[src/rtl/fifo_addr_gen_if.sv]
// Address-generator bus: the advance request plus the address, look-ahead
// address, wrap pulse and lap bit it produces.
interface fifo_addr_gen_if #(
   parameter int ADDR_WIDTH = 4
);
   logic                  inc;
   logic [ADDR_WIDTH-1:0] addr;
   logic [ADDR_WIDTH-1:0] addr_next;
   logic                  wrap;
   logic                  phase;

   // The FIFO controller drives inc and consumes the rest.
   modport master (
      output inc,
      input  addr,
      input  addr_next,
      input  wrap,
      input  phase
   );

   modport slave (
      input  inc,
      output addr,
      output addr_next,
      output wrap,
      output phase
   );
endinterface : fifo_addr_gen_if

[src/rtl/fifo_addr_gen.sv]
// Modulo-2**ADDR_WIDTH FIFO address counter with wrap pulse and optional lap bit.
// Define FIFO_ADDR_GEN_PHASE_EN to build the phase register; otherwise phase is tied 0.
module fifo_addr_gen #(
   parameter int ADDR_WIDTH = 4
) (
   input  logic           clk,
   input  logic           rst,
   fifo_addr_gen_if.slave gen
);

   localparam logic [ADDR_WIDTH-1:0] LAST_ADDR = '1;

   // NOTE: declaration initialisers give the registers their reset values at
   // power-up as well; the synchronous reset below still governs at run time.
   logic [ADDR_WIDTH-1:0] addr_q = '0;
   logic [ADDR_WIDTH-1:0] addr_d;
   logic                  wrap_q = 1'b0;
   logic                  wrap_d;

   logic [ADDR_WIDTH-1:0] addr_inc;
   logic                  at_last;

   // Natural ADDR_WIDTH-bit overflow provides the modulo wrap.
   assign addr_inc = addr_q + 1'b1;
   assign at_last  = (addr_q == LAST_ADDR);

   // NOTE: every output of this block gets a default first so no latch is inferred.
   always_comb begin
      addr_d = addr_q;
      wrap_d = 1'b0;
      if (gen.inc) begin
         addr_d = addr_inc;
         wrap_d = at_last;
      end
   end

   // NOTE: sequential state uses non-blocking assignments only.
   always_ff @(posedge clk) begin
      if (rst) begin
         addr_q <= '0;
         wrap_q <= 1'b0;
      end else begin
         addr_q <= addr_d;
         wrap_q <= wrap_d;
      end
   end

   assign gen.addr      = addr_q;
   assign gen.addr_next = addr_inc;
   assign gen.wrap      = wrap_q;

`ifdef FIFO_ADDR_GEN_PHASE_EN
   // Lap bit: {phase,addr} pairs let a parent tell full from empty.
   logic phase_q = 1'b0;
   logic phase_d;

   always_comb begin
      phase_d = phase_q;
      if (gen.inc && at_last) begin
         phase_d = ~phase_q;
      end
   end

   always_ff @(posedge clk) begin
      if (rst) begin
         phase_q <= 1'b0;
      end else begin
         phase_q <= phase_d;
      end
   end

   assign gen.phase = phase_q;
`else
   assign gen.phase = 1'b0;
`endif

endmodule : fifo_addr_gen

[src/flat_wrapper.sv]
// flat-port wrapper written by rule: the top's interface ports become plain ports
module fifo_addr_gen_flat 
#(
   parameter int ADDR_WIDTH = 4
)
  (clk, rst, gen_inc, gen_addr, gen_addr_next, gen_wrap, gen_phase);
  fifo_addr_gen_if #(.ADDR_WIDTH(ADDR_WIDTH)) gen_i ();
  input  logic clk;
  input  logic rst;
  input wire logic [$bits(gen_i.inc)-1:0] gen_inc;
  output wire logic [$bits(gen_i.addr)-1:0] gen_addr;
  output wire logic [$bits(gen_i.addr_next)-1:0] gen_addr_next;
  output wire logic [$bits(gen_i.wrap)-1:0] gen_wrap;
  output wire logic [$bits(gen_i.phase)-1:0] gen_phase;
  assign gen_i.inc = gen_inc;
  assign gen_addr = gen_i.addr;
  assign gen_addr_next = gen_i.addr_next;
  assign gen_wrap = gen_i.wrap;
  assign gen_phase = gen_i.phase;
  fifo_addr_gen #(.ADDR_WIDTH(ADDR_WIDTH)) u_core (.clk(clk), .rst(rst), .gen(gen_i));
endmodule
[config.mk]
export PLATFORM = sky130hd
export DESIGN_NAME = fifo_addr_gen_flat
export DESIGN_NICKNAME = d
export VERILOG_FILES = /design/src/rtl/fifo_addr_gen_if.sv /design/src/rtl/fifo_addr_gen.sv /design/src/flat_wrapper.sv
export SDC_FILE = /design/constraint.sdc
export NUM_CORES = 1
export LEC_CHECK = 0
export ABC_AREA = 1
export CAP_MARGIN = 20
export CORE_AREA = 10 10 47 49
export DETAILED_ROUTE_END_ITERATION = 7
export DIE_AREA = 0 0 57 59
export DONT_BUFFER_PORTS = 1
export PLACE_DENSITY_LB_ADDON = 0.3
export SKIP_CTS_REPAIR_TIMING = 1
export SYNTH_ARGS = -nofsm -noshare
export SYNTH_HDL_FRONTEND = slang
export SYNTH_SLANG_ARGS = --single-unit
[constraint.sdc]
create_clock -name clk -period 1.1 [get_ports clk]
set_input_delay 0.275 -clock clk [delete_from_list [all_inputs] [get_ports clk]]
set_output_delay 0.275 -clock clk [all_outputs]
set_load 0.01 [all_outputs]
; ---- Word level (Yosys, flattened, before mapping)
; Cells that the tools add are included.
[classes]
addsub = 1
n_mul = 0
div = 0
magnitude_cmp = 0
n_eq_ne = 1
shifts = 0
mux = 0
n_bitwise = 1
reduce_logical = 1
[ops]
columns = operator, count
row1 = $add A4 B1 Y4 const B, 1
row2 = $eq A4 B4 Y1 const B, 1
row3 = $reduce_or A2 Y1, 1
row4 = $not A1 Y1, 1
[word_totals]
ff_bits = 5
latchBits = 0
ram_bits = 0
romBits = 0
input_bits = 3
out_inout_bits = 10
elab_cells = 6
memories = 0

; ---- Logic depth before layout (Yosys ltp)
; Gate-level depths: netlist (run 1).
[depth]
depth_word = 2
depth_mapped = 5
ltp_nobuf = 5

; ---- Worst setup path before layout (run 1)
; Ideal clock, no wire load.
[synth_path]
path_type = register -> output
startpoint = reg u_core.addr_q[0] (netlist: u_core.gen.addr[0])
endpoint = out gen_addr_next[2]
t_arrival_ns = 0.902
t_required_ns = 0.825
setup_slack_ns = -0.077
stages_incl_launch_ff = 3
path_cell_list = dfxtp_1 ha_1 xor2_1
[synth_via]
elab_chain_len = 1
[synth_rtl]
columns = item, line_no
row1 = start: declaration, fifo_addr_gen.sv:15  ; logic [ADDR_WIDTH-1:0] addr_q = '0;
row2 = start signal: assignment, fifo_addr_gen.sv:43  ; addr_q <= addr_d;
row3 = $add A4 B1 Y4, fifo_addr_gen.sv:24  ; assign addr_inc = addr_q + 1'b1;
row4 = end: declaration, flat_wrapper.sv:12  ; output wire logic [$bits(gen_i.addr_next)-1:0] gen_addr_next;
; Every way passes these cells.

; ---- Worst setup path after layout (run 1)
; Ends and elaborated chain as after synthesis.

==> results of run 1 <==
==> placed cells by master (no fill, tap or decap) <==
cell type,synthesis,routed
nand3_1,3,3
dfxtp_4,0,3
clkbuf_4,0,3
clkbuf_1,0,1
xor2_4,0,1
nand2_2,0,1
a21oi_1,3,3
nand2_1,7,6
inv_1,5,4
nor3_1,1,1
dfxtp_1,5,2
ha_4,0,1
nor2_1,2,2
inv_4,0,1
buf_4,1,4
nand4_1,1,1
o21ai_1,1,1
conb_1,1,1
==> layer usage <==
layer	up-vias	wire, um
met5	-	0
met3	2	105
met1	98	284
met4	0	9
li1	111	-
met2	13	273
==> state kept, by name, indices dropped and copies added, names as in the netlist <==
name,count
u_core.gen.wrap,1
u_core.gen.addr,4
==> critical path: cells and delay by family (launching register included) <==
kind | cells | cell delay (ns)
flops | 1 | 0.37
xor+xnor | 1 | 0.19
fa+ha+maj | 1 | 0.16
==> cells by family after synthesis <==
logic type                 count (synthesis)
AOI/OAI and AO/OA                          4
other                                      1
and+or+nand+nor                           14
DFF                                        5
xor gates and xnor gates                   1
buffers and inverters                      6
adders and majority gates                  1
==> power groups by stage <==
stage               Clock, mW  Combinational, mW  Sequential, mW
floorplan                   0             0.0432           0.213
global placement            0             0.0715           0.207
detailed placement          0             0.0713           0.208
CTS                     0.220             0.0715           0.205
global route            0.229             0.0925           0.208
finish                  0.213             0.0798           0.206
==> path summary, 6_finish.rpt <==
check	start	end	slack, ns	depth (start not counted)
worst max register to register	u_core.gen.addr[0]$_SDFFE_PP0P_	u_core.gen.addr[2]$_SDFFE_PP0P_	0.14	4
worst max-delay path	u_core.gen.addr[0]$_SDFFE_PP0P_	gen_addr_next[2]	-0.14	2
worst min-delay path	rst	u_core.gen.addr[0]$_SDFFE_PP0P_	0.09	1
worst min register to register	u_core.gen.addr[3]$_SDFFE_PP0P_	u_core.gen.wrap$_SDFF_PP0_	0.51	2
==> layout make-up <==
type                    instances  area (sq um)  area share, %
inverters                       5          21.3           6.12
flip-flops and latches          5           111           32.0
well taps                      16          20.0           5.76
repair buffers                  4          30.0           8.63
clock buffers                   4          26.3           7.55
multi-input cells              21           139           39.9
==> key figures, run 1 <==
Status
  – Status: complete, but fails checks
  – Failing checks: setup timing

Synthesis
  – XOR/XNOR share of the synthesized area: 3.78%
  – Mean Syn Cell Area: 7.23 sq um
  – Synth Area in Adders: 5.41%
  – Synth area leader: dfxtp_1
  – FF+latch count, synth: 5
  – Post-Syn Area: 231 sq um
  – Simple-Gate Fraction of Synth Area: 25.9%
  – Compound-Gate Fraction of Synth Area: 8.65%
  – Post-synth EDFFs: 0
  – Yosys warnings: 0
  – Largest family of logic cells by synthesized area: simple AND/OR/NAND/NOR gates
  – Synth area leaders: dfxtp_1 (43%), nand2_1 (11%), inv_1 (8.1%), a21oi_1 (6.5%), nand3_1 (6.5%)
  – Syn_nets: 36
  – Top cell type's share of synthesized area: 43.2%
  – Synth Instances: 32
  – Commonest cells post-synth: nand2_1 (7), dfxtp_1 (5), inv_1 (5)
  – Synth Flop Type: dfxtp_1
  – Cell variety after synth: 13
  – Async S/R FF share, synth: 0%
  – Seq/Total Area, Yosys: 43.2%
  – Post-synthesis mux area share: 0%
  – Most frequent cell after synthesis: nand2_1

Critical path
  – Worst Setup Start Kind: flop
  – CP required: 0.82 ns
  – Crit path arrival time: 0.96 ns
  – WS Path Type: reg2out
  – Worst path cell trace: ha_4 > xor2_4
  – CP Max Fanout: 4
  – CP Capture Type: primary output
  – Crit-path max cell delay: 0.37 ns
  – Slowest cell on the critical path: dfxtp_4

Floorplanning
  – I/O Pins: 13
  – Site Rows: 14
  – Core ar.: 0.00140 sq mm
  – Die area: 0.00336 sq mm
  – Die Span X: 57 um
  – Die height: 59 um
  – Initial core utilization: 16.5%

Power and ir drop
  – Worst vdd ir: 0.711 mV
  – Leakage: 0.156 nW
  – Internal: 0.365 mW
  – Cell Pwr Density: 1440 mW/mm^2
  – Switching power: 0.135 mW
  – Switching Fraction: 27.0%
  – Seq pwr share: 41.3%
  – Comb power frac: 16.0%
  – Clock share of power: 42.7%
  – Power Total: 0.499 mW

Global route
  – M3 GR Usage: 4.51%
  – Met2 Use GR: 6.05%
  – Vias in the first global route: 257
  – Grt peak-use layer: met2
  – First-pass GRT wire length: 1130 um
  – Gr ovfl total: 0
  – Total GRT Usage: 4.75%
  – Initial antenna violation count: 0
  – Met1 usage: 4.87%
  – Largest net degree at the start of global routing: 7

Detailed routing
  – Detailed Routing Iterations Pass 1: 1
  – Initial drt markers: 0
  – DR vias: 224
  – Wire per inst: 12.2 um
  – Via density per instance: 4.07
  – # DRC: 0
  – DRT Wirelength: 672 um
  – Routed Antenna Nets: 0

Cells and area
  – Post-route cell area: 348 sq um
  – Fill count: 170
  – Synthesis-to-finish area growth: 50.3%
  – Final cell count without fillers: 55
  – Layout Utilization: 24.8%
  – Fin nets: 44
  – N_diodes: 0
  – Layout cells sized above 1: 35.9%

STA
  – Worst hold slack: 0.0855 ns
  – Max-slew violations: 0
  – RSZ-0062 raised after global routing: true
  – Final Hold Viols: 0
  – Min cycle time layout: 1.24 ns
  – Max Fclk: 808 MHz
  – Worst setup margin: -0.138 ns
  – Final setup vio count: 3
  – TNS Setup: -0.270 ns
  – Period utilisation layout: 113%
  – Clk_skew: 0.00148 ns

Clock network
  – Clk slew on worst S/H paths: 0.04 ns
  – Clock sinks: 5
  – CTS root buf: clkbuf_4
  – Clock Path Buffers: 2
  – CTS Buf Count: 3
  – CTS tree: yes
  – H-tree level count: 1
  – Worst-Skew Late Latency: 0.24 ns

Worst hold path
  – Min-delay worst type: in2reg

Placed design
  – Area after DPL: 287 sq um
  – Placed insts: 51
  – DP Worst Slack: 0.0552 ns
  – Detailed Place HPWL: 551 um
  – Gpl congestion: 0.726
  – # port buffers: 0

Job
  – Max cap viols: 0
No activity file was read; power rests on OpenSTA's default activity.
==> inputs of run 2 (changes only) <==
--- a/config.mk
+++ b/config.mk
@@ -8,6 +8,7 @@
 export ABC_AREA = 1
 export CAP_MARGIN = 20
 export CORE_AREA = 10 10 47 49
+export CTS_CLUSTER_SIZE = 24
 export DETAILED_ROUTE_END_ITERATION = 7
 export DIE_AREA = 0 0 57 59
 export DONT_BUFFER_PORTS = 1
==> results of run 2 <==
Final layout, timing and power as in run 1 (identical DEF).
==> inputs of run 3 (changes only) <==
--- a/config.mk
+++ b/config.mk
@@ -14,6 +14,7 @@
 export DONT_BUFFER_PORTS = 1
 export PLACE_DENSITY_LB_ADDON = 0.3
 export SKIP_CTS_REPAIR_TIMING = 1
+export SLEW_MARGIN = 0
 export SYNTH_ARGS = -nofsm -noshare
 export SYNTH_HDL_FRONTEND = slang
 export SYNTH_SLANG_ARGS = --single-unit
==> results of run 3 <==
Final layout, timing and power as in run 1 (identical DEF).
